<file path="config.mk">
export PLATFORM = sky130hd
export DESIGN_NAME = pitch_frame_scheduler
export DESIGN_NICKNAME = d
export VERILOG_FILES = /design/src/rtl/pitch_sched_pkg.sv /design/src/rtl/sample_fifo.sv /design/src/rtl/pitch_frame_scheduler.sv
export SDC_FILE = /design/constraint.sdc
export NUM_CORES = 1
export LEC_CHECK = 0
export ABC_AREA = 1
export BUFFER_PORTS_ARGS = -buffer_cell sky130_fd_sc_hd__clkbuf_2
export CAP_MARGIN = 20
export CORE_ASPECT_RATIO = 1.75
export CORE_MARGIN = 5
export CORE_UTILIZATION = 30
export CTS_CLUSTER_DIAMETER = 80
export CTS_CLUSTER_SIZE = 30
export DETAILED_ROUTE_END_ITERATION = 12
export PLACE_DENSITY = 0.51
export SETUP_SLACK_MARGIN = 0.15
export SLEW_MARGIN = 20
export SYNTH_ARGS = -nofsm -noshare
export SYNTH_HDL_FRONTEND = slang
export SYNTH_HIERARCHICAL = 1
export SYNTH_SLANG_ARGS = --single-unit
</file>
<file path="constraint.sdc">
create_clock -name clk_in -period 6.2 [get_ports clk_in]
set_input_delay 0.93 -clock clk_in [delete_from_list [all_inputs] [get_ports clk_in]]
set_output_delay 0.93 -clock clk_in [all_outputs]
set_load 0.02 [all_outputs]
</file>
<file path="src/rtl/pitch_sched_pkg.sv">
// ---------------------------------------------------------------------------
// pitch_sched_pkg
// Shared definitions for the pitch frame scheduler:
//   - sched_state_t : scheduler FSM states
//   - PITCH_*       : 16.16 fixed-point pitch word layout
// ---------------------------------------------------------------------------
package pitch_sched_pkg;

    localparam int PITCH_INT_BITS  = 16;
    localparam int PITCH_FRAC_BITS = 16;
    localparam int PITCH_WIDTH     = PITCH_INT_BITS + PITCH_FRAC_BITS;

    typedef enum logic [1:0] {
        IDLE,
        RUN,
        START,
        WAIT
    } sched_state_t;

endpackage

</file>
<file path="src/rtl/sample_fifo.sv">
// ---------------------------------------------------------------------------
// sample_fifo
// Synchronous FIFO with registered read data. A pop loads rd_data on the
// clock edge, so the popped word is visible the cycle after the pop.
// A push into a full FIFO is accepted only when a pop happens the same cycle.
// Ports:
//   clk_in, rst_in : clock, synchronous active-high reset
//   flush          : empty the FIFO (wins over push/pop)
//   push/push_data : write strobe and data
//   pop            : read strobe (ignored while empty)
//   rd_data        : registered read data
//   full, empty    : occupancy status
// ---------------------------------------------------------------------------
module sample_fifo #(
    parameter int SIG_WIDTH = 9,
    parameter int DEPTH     = 64
) (
    input  logic                 clk_in,
    input  logic                 rst_in,
    input  logic                 flush,
    input  logic                 push,
    input  logic [SIG_WIDTH-1:0] push_data,
    input  logic                 pop,
    output logic [SIG_WIDTH-1:0] rd_data,
    output logic                 full,
    output logic                 empty
);

    localparam int AW = $clog2(DEPTH);

    logic [SIG_WIDTH-1:0] mem [DEPTH];
    // Extra MSB on each pointer distinguishes full from empty.
    logic [AW:0]          wr_ptr;
    logic [AW:0]          rd_ptr;
    logic                 do_push;
    logic                 do_pop;

    assign empty   = (wr_ptr == rd_ptr);
    assign full    = (wr_ptr[AW] != rd_ptr[AW]) && (wr_ptr[AW-1:0] == rd_ptr[AW-1:0]);
    assign do_pop  = pop && !empty;
    assign do_push = push && (!full || do_pop);

    // NOTE: sequential state uses non-blocking assignments so every register
    // samples pre-edge values, independent of statement order.
    always_ff @(posedge clk_in) begin
        if (rst_in || flush) begin
            wr_ptr <= '0;
            rd_ptr <= '0;
        end else begin
            if (do_push) wr_ptr <= wr_ptr + 1'b1;
            if (do_pop)  rd_ptr <= rd_ptr + 1'b1;
        end
    end

    // NOTE: storage array has no reset; pointers alone define valid content,
    // and leaving it unreset lets it map onto RAM.
    always_ff @(posedge clk_in) begin
        if (do_push && !flush) mem[wr_ptr[AW-1:0]] <= push_data;
    end

    always_ff @(posedge clk_in) begin
        if (rst_in) begin
            rd_data <= '0;
        end else if (do_pop && !flush) begin
            rd_data <= mem[rd_ptr[AW-1:0]];
        end
    end

endmodule

</file>
<file path="src/rtl/pitch_frame_scheduler.sv">
// ---------------------------------------------------------------------------
// pitch_frame_scheduler
// Frame sequencer in front of the YIN pitch detector. Buffers the incoming
// sample stream while the detector is busy, forwards samples in order,
// fires the detector start on a window/hop cadence, registers each frame's
// pitch result and supervises the detector with a timeout/reset pulse.
// Ports:
//   clk_in, rst_in          : clock, synchronous active-high reset
//   enable_in               : run enable; low forces IDLE and clears flags
//   sig_in, sig_in_valid    : audio sample stream
//   det_sig_out/_valid_out  : samples forwarded to the detector
//   det_start_out           : one-cycle detector start
//   det_rst_out             : one-cycle detector reset on timeout
//   det_f_in, det_f_valid_in: detector pitch result
//   pitch_out/_valid_out    : registered pitch and strobe
//   busy_out                : high in START and WAIT
//   overflow_out            : sticky, a sample was dropped
//   timeout_out             : sticky, the detector timed out
// Build option: define PITCH_HOLD_EN to bridge up to HOLD_FRAMES zero
// results with the last nonzero pitch.
// ---------------------------------------------------------------------------
module pitch_frame_scheduler
    import pitch_sched_pkg::*;
#(
    parameter int SIG_WIDTH      = 9,
    parameter int WIDTH          = PITCH_WIDTH,
    parameter int WINDOW_SIZE    = 500,
    parameter int HOP_SIZE       = 250,
    parameter int FIFO_DEPTH     = 64,
    parameter int TIMEOUT_CYCLES = 200000,
    parameter int HOLD_FRAMES    = 4
) (
    input  logic                 clk_in,
    input  logic                 rst_in,
    input  logic                 enable_in,
    input  logic [SIG_WIDTH-1:0] sig_in,
    input  logic                 sig_in_valid,
    output logic [SIG_WIDTH-1:0] det_sig_out,
    output logic                 det_sig_valid_out,
    output logic                 det_start_out,
    output logic                 det_rst_out,
    input  logic [WIDTH-1:0]     det_f_in,
    input  logic                 det_f_valid_in,
    output logic [WIDTH-1:0]     pitch_out,
    output logic                 pitch_valid_out,
    output logic                 busy_out,
    output logic                 overflow_out,
    output logic                 timeout_out
);

    localparam int FWD_W  = $clog2(WINDOW_SIZE + 1);
    localparam int WAIT_W = $clog2(TIMEOUT_CYCLES + 1);
    localparam logic [FWD_W-1:0]  WINDOW_T  = FWD_W'(WINDOW_SIZE);
    localparam logic [FWD_W-1:0]  HOP_T     = FWD_W'(HOP_SIZE);
    localparam logic [WAIT_W-1:0] WAIT_LAST = WAIT_W'(TIMEOUT_CYCLES - 1);

    sched_state_t      state;
    sched_state_t      next_state;
    logic [FWD_W-1:0]  fwd_cnt;
    logic [FWD_W-1:0]  target;
    logic              first;
    logic [WAIT_W-1:0] wait_cnt;

    logic fifo_push, fifo_pop, fifo_flush, fifo_full, fifo_empty;
    logic result_take, timeout_hit, overflow_hit;
    logic [WIDTH-1:0] result_word;

    assign target       = first ? WINDOW_T : HOP_T;
    assign fifo_flush   = (state == IDLE) || !enable_in;
    assign fifo_push    = sig_in_valid && (state != IDLE);
    assign fifo_pop     = enable_in && (state == RUN) && !fifo_empty && (fwd_cnt < target);
    assign overflow_hit = fifo_push && fifo_full && !fifo_pop;
    assign result_take  = enable_in && (state == WAIT) && det_f_valid_in;
    // A result arriving on the final WAIT cycle wins over the timeout.
    assign timeout_hit  = enable_in && (state == WAIT) && !det_f_valid_in &&
                          (wait_cnt == WAIT_LAST);

    sample_fifo #(
        .SIG_WIDTH (SIG_WIDTH),
        .DEPTH     (FIFO_DEPTH)
    ) u_fifo (
        .clk_in    (clk_in),
        .rst_in    (rst_in),
        .flush     (fifo_flush),
        .push      (fifo_push),
        .push_data (sig_in),
        .pop       (fifo_pop),
        .rd_data   (det_sig_out),
        .full      (fifo_full),
        .empty     (fifo_empty)
    );

    // NOTE: every always_comb output gets a default first so no path leaves
    // it unassigned, which would infer a latch.
    always_comb begin
        next_state    = state;
        det_start_out = 1'b0;
        busy_out      = 1'b0;
        if (!enable_in) begin
            next_state = IDLE;
        end else begin
            case (state)
                IDLE:  next_state = RUN;
                // fwd_cnt reaches target the cycle the last sample is on the
                // output, so START follows with det_sig_valid_out already low.
                RUN:   if (fwd_cnt == target) next_state = START;
                START: next_state = WAIT;
                WAIT:  if (result_take || timeout_hit) next_state = RUN;
                default: next_state = IDLE;
            endcase
        end
        if (state == START) det_start_out = 1'b1;
        if (state == START || state == WAIT) busy_out = 1'b1;
    end

    always_ff @(posedge clk_in) begin
        if (rst_in) begin
            state             <= IDLE;
            fwd_cnt           <= '0;
            first             <= 1'b1;
            wait_cnt          <= '0;
            det_sig_valid_out <= 1'b0;
            det_rst_out       <= 1'b0;
            pitch_out         <= '0;
            pitch_valid_out   <= 1'b0;
            overflow_out      <= 1'b0;
            timeout_out       <= 1'b0;
        end else begin
            state             <= next_state;
            det_sig_valid_out <= fifo_pop;
            det_rst_out       <= timeout_hit;
            pitch_valid_out   <= result_take || timeout_hit;
            if (result_take)      pitch_out <= result_word;
            else if (timeout_hit) pitch_out <= '0;

            wait_cnt <= (state == WAIT) ? wait_cnt + 1'b1 : '0;

            if (fifo_flush) begin
                fwd_cnt      <= '0;
                first        <= 1'b1;
                overflow_out <= 1'b0;
                timeout_out  <= 1'b0;
            end else begin
                if (fifo_pop) fwd_cnt <= fwd_cnt + 1'b1;
                if (state == START) begin
                    fwd_cnt <= '0;
                    first   <= 1'b0;
                end
                // A timed-out detector restarts from a full window.
                if (timeout_hit) begin
                    first       <= 1'b1;
                    timeout_out <= 1'b1;
                end
                if (overflow_hit) overflow_out <= 1'b1;
            end
        end
    end

`ifdef PITCH_HOLD_EN
    localparam int HOLD_W = $clog2(HOLD_FRAMES + 2);
    localparam logic [HOLD_W-1:0] HOLD_LIMIT = HOLD_W'(HOLD_FRAMES);

    logic [WIDTH-1:0]  hold_reg;
    logic [HOLD_W-1:0] zero_cnt;

    always_comb begin
        if (det_f_in != '0)             result_word = det_f_in;
        else if (zero_cnt < HOLD_LIMIT) result_word = hold_reg;
        else                            result_word = '0;
    end

    // Only detector results touch the hold state; timeouts bypass it.
    always_ff @(posedge clk_in) begin
        if (rst_in || !enable_in) begin
            hold_reg <= '0;
            zero_cnt <= '0;
        end else if (result_take) begin
            if (det_f_in != '0) begin
                hold_reg <= det_f_in;
                zero_cnt <= '0;
            end else if (zero_cnt < HOLD_LIMIT) begin
                zero_cnt <= zero_cnt + 1'b1;
            end
        end
    end
`else
    assign result_word = det_f_in;
`endif

endmodule
</file>
==> impl_metrics.toml <==
[power]
power.share.clock_pct = 31.1
swShare_pct = 20.5
seq_power_share_pct = 67.0
power.share.combinational_pct = 2.0
leakagePower_nw = 12.1
p_int_w = 0.00577
fin_total_pwr_w = 0.00725
net-switching-power_w = 0.00149
powerDensity_nw_per_um2 = 232
ir_drop_mv = 0.223

[synthesis]
yosysTopAreaCell = "edfxtp_1"
synth_most_common_cell = "nand2_1"
synth_common_cells = "nand2_1 (938), edfxtp_1 (576), inv_1 (303)"
yosys.cell_types.count = 43
async_flop_share_pct = 0
yosys-top-cells-area = "edfxtp_1 (60%), nand2_1 (12%), dfxtp_1 (6.2%)"
syn_area_per_cell_um2 = 9.90
synth_nets = 2985
ys_seq_elements = 666
synth_edf_count = 576
synth_top_area_share_pct = 59.7
syn_inst = 2927
synthFlopType = "edfxtp_1"
ys_seq_area_share_pct = 65.9
yosysWarnings = 6
synth_area_um2 = 29000

[global_route]
gr-total-overflow = 0
grt_max_degree = 196
antenna_found_initial = 0
grt_pass1_vias = 19603
grt_pass1_wl_mm = 120
track_usage_pct = 15.2

[timing]
finClkSkew_ns = 0.0307
fin_crit_ns = 4.20
hold_viol = 0
slew_headroom_pct = 27.1
whs_ns = 0.471
setup_viol = 0
post-route-period-util_pct = 67.7
clock.fmax_ghz = 0.238
fin_setup_tns_ns = 0
finalMaxSlewViolations = 0
tightest_slew_ns = 1.09
rsz0062_at_grt = "no"

[floorplan]
dieArea_um2 = 103000
start_util_pct = 30.3
floorplan.rows = 150
io_pins = 94
die_w_um = 245
die_height_um = 421
core-area_um2 = 95700

[clocking]
cts_buffer_depth = 3
cts_resized = 0
holdBufCountCts = 0
cts_root_buffer = "clkbuf_16"
htreeDepth = 1
cts.sinks = 666
cts_tree = "done"
clk_pin_slew_ns = 0.12
clk_latency_ns = 0.63
cts_made_buffers = 27
cts_setup_buffers = 0

[worst_setup_path]
cp-end-kind = "flip-flop"
path_buf_inv = 5
crit_fanout = 98
cp_cell_sequence = "inv_8 -> nand2_1 -> nand2_1 -> nor2_2 -> nand2_4 -> nor2_4 -> nand2_1 -> inv_1 -> nor3_1 -> nand2_2 -> inv_2 -> inv_1 -> nand3b_4 -> nand4_1 -> nor3_1 -> buf_4"
crit_top_cell = "nand2_1"
slowest_stage = "nand4_1"
worstSetupPathType = "reg -> reg"
crit_path_start_kind = "flip-flop"
crit_path_max_incr_delay_ns = 0.77
cp_top_family = "simple AND/OR/NAND/NOR gates"
crit_required_ns = 6.53
arrival_ns = 4.53

[place]
globalplace.congestion = 0.829
dpl.hpwl_mm = 50.9
dp.cells = 4120
numPortBuffers = 93

[finish]
layout-drive-gt1-share_pct = 6.77
finalNonFillerCells = 4170
seqCellArea_um2 = 19100
flow.area_growth_from_synthesis_pct = 7.96
multi_input_area_um2 = 7870
fillerInstances = 9915
nets = 2992
diodes = 0

[routing]
viasPerCell = 4.62
wl_mm = 80.5
dr.pass1.iters = 6
postRouteAntennaNets = 0
drt_iter0_markers = 1150
drcViolationCount = 0
via_count = 19283
wl_per_cell_um = 19.3

[run]
cap_viol_max_count = 0

[hold_path]
worstHoldPathType = "reg -> reg"

[outcome]
status = "completed"
## path summary, 6_finish.rpt
check	to	depth (start not counted)	start	slack [ns]
worst min-delay path	pitch_out[8]	2	pitch_out[8]	0.47
worst max-delay path	u_fifo/mem[47][8]	16	u_fifo/rd_ptr[0]	2.00
worst min register to register	pitch_out[8]	2	pitch_out[8]	0.47
worst max register to register	u_fifo/mem[47][8]	16	u_fifo/rd_ptr[0]	2.00
## flip-flops by register name, summed over array words and instances (netlist names), 2 cells and up
register and cells:
fwd_cnt 9, pitch_out 32, state 2, u_fifo/mem 576, u_fifo/rd_data 9, u_fifo/rd_ptr 7, u_fifo/wr_ptr 7, wait_cnt 18
## metrics by stage
step,setup WS (ns),util [%],cell area (um2)
6_report,2.00,32.7,31300
5_1_grt,1.63,32.7,31300
4_1_cts,1.94,32.6,31200
3_5_place_dp,1.86,31.8,30400
3_3_place_gp,1.85,31.8,30400
2_1_floorplan,3.16,-,29000
## per-layer routing
metal | vias up | routed length, um | track usage, % | part of all wire [%]
met5 | - | 0 | 0 | 0
met4 | 0 | 3430 | 6.00 | 4.3
met3 | 128 | 3140 | 1.57 | 3.9
met1 | 9170 | 31100 | 17.3 | 39
met2 | 425 | 42800 | 28.7 | 53
li1 | 9560 | - | - | -
## power groups by stage
stage | combinational (W) | clock, W | sequential, W
floorplan | 0.0000265 | 0 | 0.00496
global placement | 0.000149 | 0 | 0.00496
detailed placement | 0.000149 | 0 | 0.00496
CTS | 0.000149 | 0.00232 | 0.00486
global route | 0.000154 | 0.00248 | 0.00486
finish | 0.000143 | 0.00225 | 0.00486
## tightest hold or removal path, delay by kind of cell (launching register included)
kind | cells | cell delay [ns]
AOI/OAI and AO/OA | 1 | 0.05
DFF | 1 | 0.33
and+or+nand+nor | 1 | 0.06
## layout make-up
| type | count | area share [%] |
|---|---|---|
| Clock buffer | 43 | 2.35 |
| Clock inverter | 6 | 0.276 |
| Inverter | 316 | 3.85 |
| Multi-Input combinational cell | 1799 | 25.2 |
| Sequential cell | 666 | 61.1 |
| Tap cell | 1216 | 4.87 |
| Timing Repair Buffer | 124 | 2.38 |
## cells by family after synthesis
group | count (synthesis) | synth area share [%]
simple gates | 1607 | 23.2
flops | 666 | 65.9
buf+inv | 462 | 6.90
compound gates | 162 | 2.86
xor+xnor | 18 | 0.544
fa+ha+maj | 12 | 0.518
## cell usage in the layout, fill, tap and decap left out, drive strengths merged, types with 2 or more instances in the layout
cell type	synthesis	layout
a21oi	76	76
xor2	11	11
xnor2	7	7
clkinv	2	3
a31oi	2	2
nor2	291	291
buf	101	38
o21ai	82	82
clkbuf	45	129
nand2	948	948
nand3	300	300
edfxtp	576	576
nand4	39	39
nor3	22	22
inv	314	318
ha	12	12
dfxtp	90	90
nor4	2	2
No activity file was read; power rests on OpenSTA's default activity.
